File: src/rtl/ov7670_capture.sv
// OV7670 QVGA RGB444 capture: pairs camera bytes into 12-bit pixels and
// produces a write strobe with a linear frame-buffer address.
module ov7670_capture #(
    parameter int ADDR_W     = 17,
    parameter int MAX_PIXELS = 76800
) (
    input  logic              pclk,
    input  logic              rst_n,
    input  logic              vsync,
    input  logic              href,
    input  logic [7:0]        d,
    output logic [ADDR_W-1:0] addr,
    output logic [11:0]       dout,
    output logic              we
);

    localparam logic [ADDR_W-1:0] LAST_ADDR = ADDR_W'(MAX_PIXELS - 1);

    typedef enum logic {
        PH_FIRST  = 1'b0,
        PH_SECOND = 1'b1
    } phase_t;

    phase_t     phase;
    logic       full;
    logic [3:0] red;

    always_ff @(posedge pclk or negedge rst_n) begin
        if (!rst_n) begin
            addr  <= '0;
            dout  <= '0;
            we    <= 1'b0;
            phase <= PH_FIRST;
            full  <= 1'b0;
            red   <= '0;
        end else if (vsync) begin
            // Frame restart wins over any pair completing on this edge.
            addr  <= '0;
            phase <= PH_FIRST;
            full  <= 1'b0;
            we    <= 1'b0;
        end else begin
            we <= 1'b0;
            // The edge closing a write cycle moves to the next address, or
            // marks the frame full once the last address has been written.
            if (we) begin
                if (addr == LAST_ADDR)
                    full <= 1'b1;
                else
                    addr <= addr + 1'b1;
            end
            if (!href) begin
                phase <= PH_FIRST;
            end else if (phase == PH_FIRST) begin
                phase <= PH_SECOND;
                red   <= d[3:0];
            end else begin
                phase <= PH_FIRST;
                if (!full) begin
                    dout <= {red, d};
                    we   <= 1'b1;
                end
            end
        end
    end

endmodule

File: config.mk
export PLATFORM = sky130hd
export DESIGN_NAME = ov7670_capture
export DESIGN_NICKNAME = d
export VERILOG_FILES = /design/src/rtl/ov7670_capture.sv
export SDC_FILE = /design/constraint.sdc
export NUM_CORES = 1
export LEC_CHECK = 0
export CORE_ASPECT_RATIO = 1.75
export CORE_MARGIN = 2
export CORE_UTILIZATION = 44
export DETAILED_ROUTE_END_ITERATION = 7
export PLACE_DENSITY = 0.79
export SYNTH_ARGS = -nofsm -noshare
export SYNTH_HDL_FRONTEND = slang
export SYNTH_SLANG_ARGS = --single-unit
File: constraint.sdc
create_clock -name pclk -period 1.67 [get_ports pclk]
set_input_delay 0.167 -clock pclk [delete_from_list [all_inputs] [get_ports pclk]]
set_output_delay 0.167 -clock pclk [all_outputs]
set_load 0.02 [all_outputs]
==> flow_summary_export.csv <==
group,metric,value,unit
pwr,seqPwrFrac,45.5,%
worst_setup_path,crit_chain,"buf_4 > clkdlybuf4s50_1",
route,vias,1529,
placed_design,dp_hpwl,3.26,mm
timing,finalHoldViolCount,0,
worst_setup_path,cp_slowest_cell,"clkdlybuf4s50_1",
grt,antenna_found_initial,0,
logic_synthesis,yosys-top-cells-area,"dfrtp_1 (52%), mux2_2 (10%), a21oi_1 (3.2%), o21ai_0 (2.0%), nand4_1 (1.8%)",
finish,drive_gt1_share,30.8,%
floorplanning,std_cell_rows,30,
floorplanning,fp.dieH,86.9,um
timing,slew_viol_final,0,
timing,maxSlewHeadroom,69.5,%
worst_setup_path,crit_path_end_kind,"primary output",
logic_synthesis,synth_cells,154,
worst_setup_path,reg2reg_from,"addr[1]",
worst_setup_path,worst-setup-path-type,"reg2out",
job,cap_violations,0,
pwr,power_switching_share,26.1,%
clock_tree,clock_latency,0.29,ns
placed_design,postPlaceCellArea,0.00235,mm^2
floorplanning,start_util,45.2,%
grt,grt_max_degree,37,
pwr,p_leak,1.06,nW
floorplanning,core,0.00383,mm^2
pwr,peakVddDrop,1.06,mV
floorplanning,ios,42,
logic_synthesis,syn_area_per_cell,11.2,um^2
timing,fin_skew,0.00717,ns
pwr,intPower,0.00168,W
worst_setup_path,cp.arrival,1.48,ns
timing,fin_crit_sh,98.7,%
timing,fmax,607,MHz
logic_synthesis,async_flop_share,100,%
worst_setup_path,r2r_end,"addr[9]",
clock_tree,cts-htree-levels,2,
clock_tree,path_clk_slew,0.07,ns
finish,nets,233,
grt,grt_pass1_vias,1614,
logic_synthesis,synth_nets,167,
route,detail_route.vias_per_cell,5.68,
clock_tree,clockBufferDepth,2,
logic_synthesis,synth-seq-cells,36,
timing,finalSetupViolations,0,
placed_design,place_ws,-0.0235,ns
worst_setup_path,critPathRequiredTime,1.50,ns
clock_tree,cts_num_sinks,36,
clock_tree,cts_tree,"yes",
grt,grtUsageTotal,21.1,%
pwr,power_frac_clock,34.2,%
worst_setup_path,rrSetupSlack,0.06,ns
placed_design,io_buffers,41,
timing,tightest_slew,0.458,ns
worst_hold_path,hold_class,"in2async",
finish,areaGrowthSynthToFinish,46.7,%
grt,grt-ovfl-total,0,
logic_synthesis,syn_area,0.00173,mm^2
logic_synthesis,ys_seq_area_share,52.1,%
floorplanning,die_w,51.4,um
worst_setup_path,crit_buf_inv,2,
clock_tree,cts-buffers-inserted,5,
worst_setup_path,critPathTopFamily,"buffers and inverters",
route,finalWirelength,4.27,mm
pwr,power_density,894,mW/mm^2
grt,grt_first_pass_wirelength,7.10,mm
worst_setup_path,critPathMaxStageDelay,0.60,ns
pwr,combPwrFrac,20.4,%
finish,final_area,0.00254,mm^2
clock_tree,root_buffer,"clkbuf_8",
logic_synthesis,synth_top_cell_area_share,52.1,%
route,post_drt_wl_per_cell,15.9,um
placed_design,routabilityCongestion,0.851,
logic_synthesis,synth_edf_count,0,
pwr,net-switching-power,0.000591,W
route,drt-initial-drc-count,16,
timing,period_needed,1.65,ns
logic_synthesis,synth_warnings,0,
logic_synthesis,synth_cell_types,39,
route,ant_nets,0,
worst_setup_path,r2r_cells,5,
finish,n_antenna_cell,0,
worst_setup_path,cp-start-kind,"flip-flop",
outcome,status,"finished clean",
worst_setup_path,cp_max_fo,6,
logic_synthesis,yosysTopAreaCell,"dfrtp_1",
timing,finalWorstSetupSlack,0.0219,ns
logic_synthesis,synth-main-ff-cell,"dfrtp_1",
floorplanning,die-area,0.00447,mm^2
route,drc,0,
finish,fill_cells,313,
route,firstDrtPassIters,4,
-- layout by cell type (no fill, tap or decap), types with 2 or more instances in the layout --
| cell type | n |
|---|---|
| nor2_1 | 8 |
| nor4_2 | 2 |
| mux2_2 | 16 |
| inv_1 | 2 |
| and3_1 | 4 |
| o31ai_1 | 3 |
| buf_4 | 26 |
| nand2_1 | 5 |
| nand2b_1 | 4 |
| clkdlybuf4s50_1 | 40 |
| or3_1 | 3 |
| dfrtp_2 | 4 |
| and4_4 | 2 |
| nor3_1 | 5 |
| a31oi_1 | 4 |
| o21ai_0 | 7 |
| a21oi_1 | 10 |
| nor3b_2 | 2 |
| nand4_1 | 5 |
| clkbuf_8 | 5 |
| or4_1 | 4 |
| dfrtp_1 | 32 |
| a311o_1 | 2 |
| nand3_1 | 2 |
-- what timing repair did --
item / 4_1_cts / 5_1_grt
hold buffers: 0 / 0
pin swaps: 0 / 4
buffers inserted: 0 / 3
cloned: 0 / 0
endpoints found under the setup margin: 4 / 10
gates resized for setup: 2 / 13
-- cells in the mapped netlist (2+ instances only) --
master    count
dfrtp_1      36
mux2_2       16
a21oi_1      11
nor2_1        8
o21ai_0       7
nand2_1       5
nand4_1       5
nor3_1        5
a31oi_1       4
and3_1        4
nand2b_1      4
or4_1         4
and4_1        3
clkbuf_1      3
nand3_1       3
o31ai_1       3
or3_1         3
a311o_1       2
and2_1        2
buf_2         2
buf_4         2
inv_1         2
nor3b_1       2
nor4_1        2
nor4bb_1      2
-- logic make-up (layout without fill, tap and decap cells) --
kind of cell / Yosys count / count (layout) / share of synthesized area [%]
mux: 17 / 17 / 11.0
simple gates: 58 / 58 / 21.4
buf+inv: 10 / 77 / 3.18
compound gates: 30 / 30 / 10.6
xor+xnor: 2 / 2 / 1.01
fa+ha+maj: 1 / 1 / 0.723
flops: 36 / 36 / 52.1
-- power by group through the flow --
stage	logic [W]	registers [W]	clock network, W
2_1_floorplan	0.000107	0.00114	0
3_3_place_gp	0.000454	0.00104	0
3_5_place_dp	0.000464	0.00105	0
4_1_cts	0.000467	0.00103	0.000790
5_1_grt	0.000488	0.00104	0.000818
6_report	0.000462	0.00103	0.000774
-- per-stage QoR --
step | instances | setup TNS [ns] | power (W) | util, % | hold WS [ns]
floorplan | 154 | 0 | 0.00125 | - | -0.129
CTS | 266 | 0 | 0.00229 | 64.5 | 0.313
finish | 269 | 0 | 0.00227 | 66.3 | 0.297
global placement | 258 | 0 | 0.00150 | 61.3 | 0.490
global route | 269 | -0.0252 | 0.00235 | 66.3 | 0.340
detailed placement | 258 | -0.0235 | 0.00151 | 61.3 | 0.494
-- registers in the layout, summed over array words and instances (netlist names) --
signal	flops
addr	17
dout	12
full	1
phase	1
red	4
we	1
-- per-layer routing --
layer	track usage [%]	vias to the layer above	share of wire, %
li1	-	707	-
met1	20.8	751	33
met2	37.8	53	56
met3	6.70	18	6.4
met4	11.7	0	4.2
met5	0	-	0
-- worst reg2reg max path, delay by kind of cell (launching register included) --
family / cells / cell delay (ns)
AO/OA/AOI/OAI: 1 / 0.15
flip-flops: 1 / 0.43
adder cells (fa/ha/maj): 1 / 0.18
AND/OR/NAND/NOR: 3 / 0.77
-- worst max-delay path by stage --
stage	startpoint	endpoint	slack (ns)	depth (start not counted)
after floorplan	addr[2]	addr[10]	0.03	6
after global placement	addr[14]	addr[4]	0.05	4
after detailed placement	addr[2]	addr[10]	-0.02	4
after CTS	addr[1]	addr[10]	0.008	5
after global routing	addr[12]	addr[0]	-0.02	5
final	addr[2]	addr[2]	0.02	2
-- area by class of cell --
type,instances,area (um^2),share of cell area (%)
Clock buffer,5,68.8,2.71
Clock inverter,3,46.3,1.82
Inverter,2,7.51,0.296
Multi-Input combinational cell,108,841,33.1
Sequential cell,36,906,35.7
Tap cell,48,60.1,2.37
Timing Repair Buffer,67,608,24.0
Power figures use the tool's default switching activity.
